[src/rtl/psu_sw_seq.sv]
`default_nettype none
// ============================================================================
// Module      : psu_sw_seq
// Description : Multi-channel 12V source selector for DIMM / S3 VR rails.
//               Follows the PCH sleep states (S4/S5, S3, S0) and PSU
//               power-good to power every channel either from 12V_STBY or
//               from 12V main. The hand-over into main can be either
//               make-before-break or break-before-make.
//
// Ports       :
//   iClk                    system clock
//   iRst_n                  synchronous active-low reset
//   ienable                 master enable; low freezes the FSM and the timer
//   iPWRGD_PS_PWROK         PSU power good (async)
//   iFM_SLP3_N              PCH SLP_S3# (async)
//   iFM_SLP4_N              PCH SLP_S4# (async)
//   iFM_DIMM_12V_CPS_SX_N   per-channel strap, 0 = keep STBY in S4/S5 (async)
//   oFM_AUX_SW_EN           per-channel 12V main aux switch enable
//   oFM_S3_SW_P12V_STBY_EN  per-channel "feed VR from 12V_STBY"
//   oFM_S3_SW_P12V_EN       per-channel "feed VR from 12V main"
//   oFault                  PWROK timeout fault
//   oState                  current state code (debug / BMC)
//
// Revision    : 1.0 - initial multi-channel release
// ============================================================================
module psu_sw_seq #(
    parameter int NUM_CH          = 2,
    parameter int HOLD_CYCLES     = 50000,
    parameter int PWROK_TO_CYCLES = 5000000,
    parameter int DEB_CYCLES      = 500,
    parameter int MBB             = 1
) (
    input  logic              iClk,
    input  logic              iRst_n,
    input  logic              ienable,
    input  logic              iPWRGD_PS_PWROK,
    input  logic              iFM_SLP3_N,
    input  logic              iFM_SLP4_N,
    input  logic [NUM_CH-1:0] iFM_DIMM_12V_CPS_SX_N,
    output logic [NUM_CH-1:0] oFM_AUX_SW_EN,
    output logic [NUM_CH-1:0] oFM_S3_SW_P12V_STBY_EN,
    output logic [NUM_CH-1:0] oFM_S3_SW_P12V_EN,
    output logic              oFault,
    output logic [2:0]        oState
);

    // ------------------------------------------------------------------
    // State encoding
    // ------------------------------------------------------------------
    localparam logic [2:0] c_ST_INIT   = 3'd0;
    localparam logic [2:0] c_ST_S45    = 3'd1;
    localparam logic [2:0] c_ST_S3     = 3'd2;
    localparam logic [2:0] c_ST_S0WAIT = 3'd3;
    localparam logic [2:0] c_ST_S0HOLD = 3'd4;
    localparam logic [2:0] c_ST_S0ON   = 3'd5;
    localparam logic [2:0] c_ST_FAULT  = 3'd6;

    // ------------------------------------------------------------------
    // Derived sizes and compare values
    // ------------------------------------------------------------------
    localparam int c_TMAX  = (HOLD_CYCLES > PWROK_TO_CYCLES) ? HOLD_CYCLES : PWROK_TO_CYCLES;
    localparam int c_CNT_W = $clog2(c_TMAX + 1);
    localparam int c_DEB_W = (DEB_CYCLES > 1) ? $clog2(DEB_CYCLES) : 1;
    localparam int c_SYNC_W = NUM_CH + 3;

    localparam logic [c_CNT_W-1:0] c_HOLD_LAST  = c_CNT_W'(HOLD_CYCLES - 1);
    localparam logic [c_CNT_W-1:0] c_TO_LAST    = c_CNT_W'(PWROK_TO_CYCLES - 1);
    localparam logic [c_DEB_W-1:0] c_DEB_LAST   = c_DEB_W'(DEB_CYCLES - 1);
    localparam logic               c_MBB        = (MBB != 0);

    // ------------------------------------------------------------------
    // Signals
    // ------------------------------------------------------------------
    logic [c_SYNC_W-1:0] r_syncMeta;
    logic [c_SYNC_W-1:0] r_sync;
    logic                w_pwrokSync;
    logic                w_slp3;
    logic                w_slp4;
    logic [NUM_CH-1:0]   w_cpsN;

    logic                r_pwrokDb;
    logic [c_DEB_W-1:0]  r_debCnt;

    logic [2:0]          r_state;
    logic [2:0]          w_nextState;
    logic [c_CNT_W-1:0]  r_timer;
    logic                w_timerRun;

    logic [NUM_CH-1:0]   w_auxEn;
    logic [NUM_CH-1:0]   w_stbyEn;
    logic [NUM_CH-1:0]   w_mainEn;
    logic                w_fault;

    logic [NUM_CH-1:0]   r_auxEn;
    logic [NUM_CH-1:0]   r_stbyEn;
    logic [NUM_CH-1:0]   r_mainEn;
    logic                r_fault;

    // ------------------------------------------------------------------
    // Two-flop synchroniser for every asynchronous input. Packed as one
    // vector: {PWROK, SLP3#, SLP4#, CPS_N[NUM_CH-1:0]}.
    // ------------------------------------------------------------------
    always_ff @(posedge iClk) begin
        if (!iRst_n) begin
            r_syncMeta <= '0;
            r_sync     <= '0;
        end else begin
            r_syncMeta <= {iPWRGD_PS_PWROK, iFM_SLP3_N, iFM_SLP4_N, iFM_DIMM_12V_CPS_SX_N};
            r_sync     <= r_syncMeta;
        end
    end

    assign w_pwrokSync = r_sync[NUM_CH+2];
    assign w_slp3      = r_sync[NUM_CH+1];
    assign w_slp4      = r_sync[NUM_CH];
    assign w_cpsN      = r_sync[NUM_CH-1:0];

    // ------------------------------------------------------------------
    // PWROK debounce: the debounced value follows the synchronised value
    // only after DEB_CYCLES consecutive cycles of disagreement. Any cycle
    // in which the two agree restarts the count. Runs independently of
    // ienable so the debounced view stays current while frozen.
    // ------------------------------------------------------------------
    always_ff @(posedge iClk) begin
        if (!iRst_n) begin
            r_pwrokDb <= 1'b0;
            r_debCnt  <= '0;
        end else if (w_pwrokSync == r_pwrokDb) begin
            r_debCnt  <= '0;
        end else if (r_debCnt == c_DEB_LAST) begin
            r_pwrokDb <= w_pwrokSync;
            r_debCnt  <= '0;
        end else begin
            r_debCnt  <= r_debCnt + 1'b1;
        end
    end

    // ------------------------------------------------------------------
    // FSM process 1: state and output registers. Outputs are decoded from
    // the next state so they switch on the same edge as the state.
    // ------------------------------------------------------------------
    always_ff @(posedge iClk) begin
        if (!iRst_n) begin
            r_state  <= c_ST_INIT;
            r_auxEn  <= '0;
            r_stbyEn <= '0;
            r_mainEn <= '0;
            r_fault  <= 1'b0;
        end else begin
            r_state  <= w_nextState;
            r_auxEn  <= w_auxEn;
            r_stbyEn <= w_stbyEn;
            r_mainEn <= w_mainEn;
            r_fault  <= w_fault;
        end
    end

    // ------------------------------------------------------------------
    // FSM process 2: next-state logic. Within each state the checks are
    // evaluated in priority order; the first match wins.
    // ------------------------------------------------------------------
    always_comb begin
        w_nextState = r_state;
        if (r_state > c_ST_FAULT) begin
            // Unused codes recover to INIT even while frozen.
            w_nextState = c_ST_INIT;
        end else if (!ienable) begin
            // Frozen; INIT cannot leave without ienable anyway.
            w_nextState = r_state;
        end else begin
            case (r_state)
                c_ST_INIT: begin
                    if (!w_slp3 && !w_slp4 && !r_pwrokDb)
                        w_nextState = c_ST_S45;
                end
                c_ST_S45: begin
                    if (!w_slp3 && w_slp4)
                        w_nextState = c_ST_S3;
                    else if (w_slp3 || r_pwrokDb)
                        w_nextState = c_ST_INIT;
                end
                c_ST_S3: begin
                    if (!w_slp4)
                        w_nextState = c_ST_S45;
                    else if (w_slp3 && !r_pwrokDb)
                        w_nextState = c_ST_S0WAIT;
                    else if (r_pwrokDb && !w_slp3)
                        w_nextState = c_ST_INIT;
                end
                c_ST_S0WAIT: begin
                    if (r_pwrokDb && w_slp3)
                        w_nextState = c_ST_S0HOLD;
                    else if (!w_slp3 && w_slp4)
                        w_nextState = c_ST_S3;
                    else if (!w_slp4)
                        w_nextState = c_ST_INIT;
                    else if (r_timer == c_TO_LAST)
                        w_nextState = c_ST_FAULT;
                end
                c_ST_S0HOLD: begin
                    // Sleep requests cut the hold window short.
                    if (!w_slp3 && w_slp4)
                        w_nextState = c_ST_S3;
                    else if (!w_slp4)
                        w_nextState = c_ST_INIT;
                    else if (r_timer == c_HOLD_LAST)
                        w_nextState = r_pwrokDb ? c_ST_S0ON : c_ST_S0WAIT;
                end
                c_ST_S0ON: begin
                    if (!w_slp3 && w_slp4)
                        w_nextState = c_ST_S3;
                    else if (!w_slp4)
                        w_nextState = c_ST_INIT;
                    else if (!r_pwrokDb)
                        w_nextState = c_ST_S0WAIT;
                end
                c_ST_FAULT: begin
                    if (!w_slp3)
                        w_nextState = c_ST_INIT;
                end
                default: w_nextState = c_ST_INIT;
            endcase
        end
    end

    // ------------------------------------------------------------------
    // FSM process 3: output decode of the next state. AUX and STBY are
    // never asserted together in any state.
    // ------------------------------------------------------------------
    always_comb begin
        w_auxEn  = '0;
        w_stbyEn = '0;
        w_mainEn = '0;
        w_fault  = 1'b0;
        case (w_nextState)
            c_ST_S45: begin
                // Strap is only honoured here; elsewhere it is ignored.
                w_stbyEn = ~w_cpsN;
            end
            c_ST_S3, c_ST_S0WAIT: begin
                w_stbyEn = '1;
            end
            c_ST_S0HOLD: begin
                // Make-before-break overlaps both sources; break-before-make
                // leaves the rail unpowered for the hold window.
                if (c_MBB) begin
                    w_stbyEn = '1;
                    w_mainEn = '1;
                end
            end
            c_ST_S0ON: begin
                w_auxEn  = '1;
                w_mainEn = '1;
            end
            c_ST_FAULT: begin
                w_fault = 1'b1;
            end
            default: begin
                w_auxEn  = '0;
            end
        endcase
    end

    // ------------------------------------------------------------------
    // Shared timer: cleared on any state change, counts in S0WAIT/S0HOLD,
    // saturates at all-ones, holds while disabled.
    // ------------------------------------------------------------------
    assign w_timerRun = ienable && ((r_state == c_ST_S0WAIT) || (r_state == c_ST_S0HOLD));

    always_ff @(posedge iClk) begin
        if (!iRst_n) begin
            r_timer <= '0;
        end else if (w_nextState != r_state) begin
            r_timer <= '0;
        end else if (w_timerRun && (r_timer != {c_CNT_W{1'b1}})) begin
            r_timer <= r_timer + 1'b1;
        end
    end

    // ------------------------------------------------------------------
    // Output assignments
    // ------------------------------------------------------------------
    assign oFM_AUX_SW_EN          = r_auxEn;
    assign oFM_S3_SW_P12V_STBY_EN = r_stbyEn;
    assign oFM_S3_SW_P12V_EN      = r_mainEn;
    assign oFault                 = r_fault;
    assign oState                 = r_state;

endmodule
`default_nettype wire

[config.mk]
export PLATFORM = sky130hd
export DESIGN_NAME = psu_sw_seq
export DESIGN_NICKNAME = d
export VERILOG_FILES = /design/src/rtl/psu_sw_seq.sv
export SDC_FILE = /design/constraint.sdc
export NUM_CORES = 1
export LEC_CHECK = 0
export ABC_AREA = 0
export CORE_ASPECT_RATIO = 0.75
export CORE_UTILIZATION = 59
export CTS_CLUSTER_DIAMETER = 100
export DETAILED_ROUTE_END_ITERATION = 8
export GPL_TIMING_DRIVEN = 1
export PLACE_DENSITY = 0.8
export SYNTH_ARGS = -nofsm -noshare
export SYNTH_HDL_FRONTEND = slang
export SYNTH_SLANG_ARGS = --single-unit
[constraint.sdc]
create_clock -name iClk -period 2.94 [get_ports iClk]
set_clock_uncertainty 0.2 [all_clocks]
set_input_delay 0.882 -clock iClk [delete_from_list [all_inputs] [get_ports iClk]]
set_output_delay 0.882 -clock iClk [all_outputs]
set_load 0.005 [all_outputs]
== Word level (Yosys, flattened, before mapping) ==
Cells that the tools add are included.

* Bits in read-only memories: 0
* Bits in latches: 0
* Memories: 0
* Word-level logic and storage cells: 78
* Bits in writable memories: 0
* Flip-flop bits (word level): 53
* Bits of input ports: 8
* Output and inout bits: 10

* $lt $le $gt $ge: 1
* Bitwise gates (word level): 3
* Multiply operators: 0
* Add/sub/neg operators: 2
* Divide/modulo/power cells: 0
* Reduce and logical (&&, ||, !) cells: 19
* Muxes and demuxes: 25
* Eq/ne operators: 18
* Shift-type cells: 0

{| class="wikitable"
|+ Operators by type and width
! cell !! count
|-
| 2-to-1 mux 3 bit || 20
|-
| adder 23 x 1 -> 23 bit (second input constant) || 1
|-
| == test 23 x 16 -> 1 bit (second input constant) || 1
|-
| == test 23 bit (second input constant) || 1
|-
| != test 23 bit (second input constant) || 1
|-
| case mux 3 bit (7 select lines) || 1
|-
| == test 3 bit (second input constant) || 6
|-
| == test 3 x 2 -> 1 bit (second input constant) || 4
|-
| adder 9 x 1 -> 9 bit (second input constant) || 1
|-
| == test 9 bit (second input constant) || 1
|-
| logical AND 1 bit || 8
|-
| == test 3 x 1 -> 1 bit (second input constant) || 2
|-
| OR reduction 3 bit || 2
|-
| 2-to-1 mux 2 bit || 2
|-
| case mux 2 bit (2 select lines) || 1
|-
| OR reduction 2 bit || 2
|-
| > comparator 3 bit (second input constant) || 1
|-
| logical NOT 1 bit || 3
|-
| logical NOT 3 bit || 1
|-
| != test 3 bit || 1
|-
| logical OR 1 bit || 2
|-
| inverter 1 bit || 2
|-
| inverter 2 bit || 1
|-
| AND reduction 2 bit || 1
|-
| 2 further kinds || 2
|}

== Depth between registers and ports, before layout ==
* Word-level depth: 11
* Mapped depth: 9
* Gate-level depth less buffers: 7

== Worst setup path after synthesis ==
No wires, ideal clock.

* Path kind: in2reg
* Start: input port ienable
* End: register r_timer[10]
* Path buffers: 2
* Stages: 8
* Data arrival time: 2.323 ns
* Data required time: 2.667 ns
* Setup time: 0.073 ns
* Slack: 0.344 ns
* Cells stage by stage: clkbuf_1 > nand2b_1 > a41oi_1 > a32o_1 > a311oi_1 > a211o_2 > buf_6 > nor3_2

* Cells in the longest elaborated chain, start to end: 4
* Elaborated cells on any way between the ends: 6
* Those cells by class: 1 x eq/ne; 2 x mux; 3 x reduce/logical

{| class="wikitable"
|+ RTL lines
! element !! line !! text
|-
| start: declaration || 35 || <nowiki>input logic ienable,</nowiki>
|-
| 2-to-1 mux 3 bit || 167 || <nowiki>end else if (!ienable) begin</nowiki>
|-
| 2-to-1 mux 3 bit || 164 || <nowiki>if (r_state > c_ST_FAULT) begin</nowiki>
|-
| != test 3 bit || 273 || <nowiki>end else if (w_nextState != r_state) begin</nowiki>
|-
| OR reduction 2 bit (no line) || -- ||
|-
| end signal: assignment || 276 || <nowiki>r_timer <= r_timer + 1'b1;</nowiki>
|-
| end: declaration || 86 || <nowiki>logic [c_CNT_W-1:0] r_timer;</nowiki>
|}

Several ways; a longest one is shown, not always the timed one.
A chain may end at the register's enable or synchronous reset.

== Worst setup path in the final report ==
Ends and elaborated chain as after synthesis.

==> run metrics <==
top-area cell type share of the netlist area 0.375; synthesized flop and latch total 51; Pwr Total between 1000 and 1500 uW; critical-path maximum fanout 6; FILL cells 352; Post-Syn Area ~2700 um^2; via count 2216; post-synth net total 313; Layout Utilization 0.694; largest net degree at the start of global routing 21; DR vias/cell 5.80; Final Max Tran Viols 0; Placer Congestion 0.945; Ant. Diodes 0; P_leak 0.00104 uW; initial DRC count roughly 210; die width 80.5 um; WP data arrival 2810 ps; PD cells 387 nW/um^2; fin crit share 0.945; area grow syn2layout 13.1%; FP Rows 21; Post-CTS Resized 0; status finished clean; relative slew slack 0.610; GRT Total Usage 0.247; # hold bufs at CTS 0; H-tree levels 2; routed wire length approximately 5500 um; Core Area 4440 um^2; ratio of cells with drive above 1 in the final layout 0.191; prevailing post-synth register cell dfxtp_1; routed wire length per instance 14.5 um; grt ovf 0; CTS Sinks 51; Final min period roughly 2800 ps; Worst Max-Slew Pin Slew roughly 580 ps; RSZ-0062 raised after global routing false; number of synthesis warnings 0; crit end category register; Vert. Die Dim 60.9 um; Starting Density 0.614; initial antenna violation count 0; Unique masters post-synth 58; io pins 18; Area contributors post-synth dfxtp_1, nor3_2, xnor2_1; crit start category input pin; Final Hold Viols 0; DR pass1 iterations 4; post-route insts no fill between 300 and 400; Max IR drop VDD approximately 0.00039 V; sequential-to-total area share from yosys stat 0.375; CTS clock-pin slew for the worst setup and hold paths 90 ps; Avg Cell Area, Syn 8.99 um^2; Hold Crit Class register to register; Max Fclk 360 MHz; die area roughly 4900 um^2; postcts setup bufs 0; hpwl dp 4080 um; clock root buffer clkbuf_8; IO Port Bufs 17; # DRC 0; clk_lat worst skew 310 ps; Max-Cap Viols 0; placed cell area 3000 um^2; post-synth top area cell dfxtp_1; CP required 2980 ps; Synth async-reset ratio 0; # setup viols final 0; ANT nets after route 0; CTS tree yes; crit path kind input pin to register; Post-synth EDFFs 0; first-pass GRT wire length 9060 um; Fin Hold WS 240 ps; number of global-route vias before repair 1888; dpl cells 374; final instance area 3080 um^2; cts bufs inserted 5; Post-Syn Instances 303; nets 334; clock tree buffer depth 2
## sequential cells by signal (all words and copies together) (netlist names)
register,cells
oFault,1
oFM_AUX_SW_EN,1
r_pwrokDb,1
r_timer,23
oFM_S3_SW_P12V_EN,1
r_sync,5
oState,3
r_debCnt,9
r_syncMeta,5
oFM_S3_SW_P12V_STBY_EN,2
## placed cells by master (no fill, tap or decap), types with 2 or more instances in the layout
master           count
clkdlybuf4s50_1     17
xor2_1               7
nand2_1             15
and3_1               8
inv_1                9
nand2b_1             2
nor2b_1              2
and4b_1              4
nand3_1             17
ha_1                 2
buf_4               18
nor2_1              22
and2_1              16
a31o_2               2
o21ai_1              3
a211o_1              2
xnor2_1             21
dfxtp_1             51
o21ai_0              5
mux2i_1              2
and3b_1              3
or3_1                3
nor4_1               9
a31oi_1              3
nand4_1              8
a211oi_1             2
clkbuf_8             5
nor3b_1              2
nor3_1              12
nor3_2              21
and4_1               2
## power by group
group          internal (uW)  switching [uW]
sequential               701            11.3
combinational           44.4            36.5
clock                    167             232
total                    912             280
## final timing paths
check	startpoint	to	slack, ps	cells past startpoint
setup / recovery	ienable	r_timer[10]	160	8
hold / removal	r_syncMeta[3]	r_sync[3]	240	1
setup reg to reg	oState[0]	r_timer[10]	450	7
hold reg to reg	r_syncMeta[3]	r_sync[3]	240	1
## routing by layer
| metal | routed length [um] | part of all wire | vias to the layer above | GRT usage |
|---|---|---|---|---|
| met5 | 0 | 0 | - | 0 |
| met4 | 59 | 0.011 | 0 | 0.0740 |
| met3 | 269 | 0.049 | 6 | 0.0632 |
| met2 | 2400 | 0.43 | 49 | 0.361 |
| met1 | 2790 | 0.51 | 1044 | 0.358 |
| li1 | - | - | 1117 | - |
## logic make-up (layout without fill, tap and decap cells)
| kind of cell | count (synthesis) | count (layout) | share of synthesized area |
|---|---|---|---|
| buf+inv | 32 | 54 | 0.0597 |
| simple gates | 156 | 156 | 0.371 |
| flops | 51 | 51 | 0.375 |
| xor+xnor | 28 | 28 | 0.0900 |
| fa+ha+maj | 2 | 2 | 0.00918 |
| compound gates | 32 | 32 | 0.0886 |
| mux | 2 | 2 | 0.00735 |
## synth_stat cells, drive strengths merged (2+ instances only)
library cell	instances
inv	10
and4	3
and3	9
a211o	3
a31oi	4
and2	16
o21ai	9
dfxtp	51
nand2b	3
clkbuf	9
xor2	7
mux2i	2
and4b	4
nand4	8
nand2	15
a31o	2
nor3	34
buf	13
ha	2
nor2b	2
nor2	22
nand3	17
and3b	3
a211oi	2
xnor2	21
nor4	10
nor3b	2
or3	4
## final cells by class
type                            instances  area, um^2  share of cell area
Timing Repair Buffer                   36         325               0.106
Inverter                               10        37.5              0.0122
Clock inverter                          2        12.5             0.00406
Tap cell                               57        71.3              0.0231
Clock buffer                            6        72.6              0.0235
Multi-Input combinational cell        220        1540               0.500
Sequential cell                        51        1020               0.331
## stage by stage
step | TNS [ps] | setup slack (ps)
2_1_floorplan | 0 | 344
4_1_cts | 0 | 202
5_1_grt | 0 | 59.8
3_5_place_dp | -2060 | -120
6_report | 0 | 163
3_3_place_gp | -1060 | -63.6
## worst max-delay path: stages
cell and delay (ps):
clkdlybuf4s50_1 520, nand2b_1 150, a41oi_1 50, a32o_1 260, a22o_1 210, a211o_2 380
buf_4 180, nor3_2 180
Power figures use the tool's default switching activity.
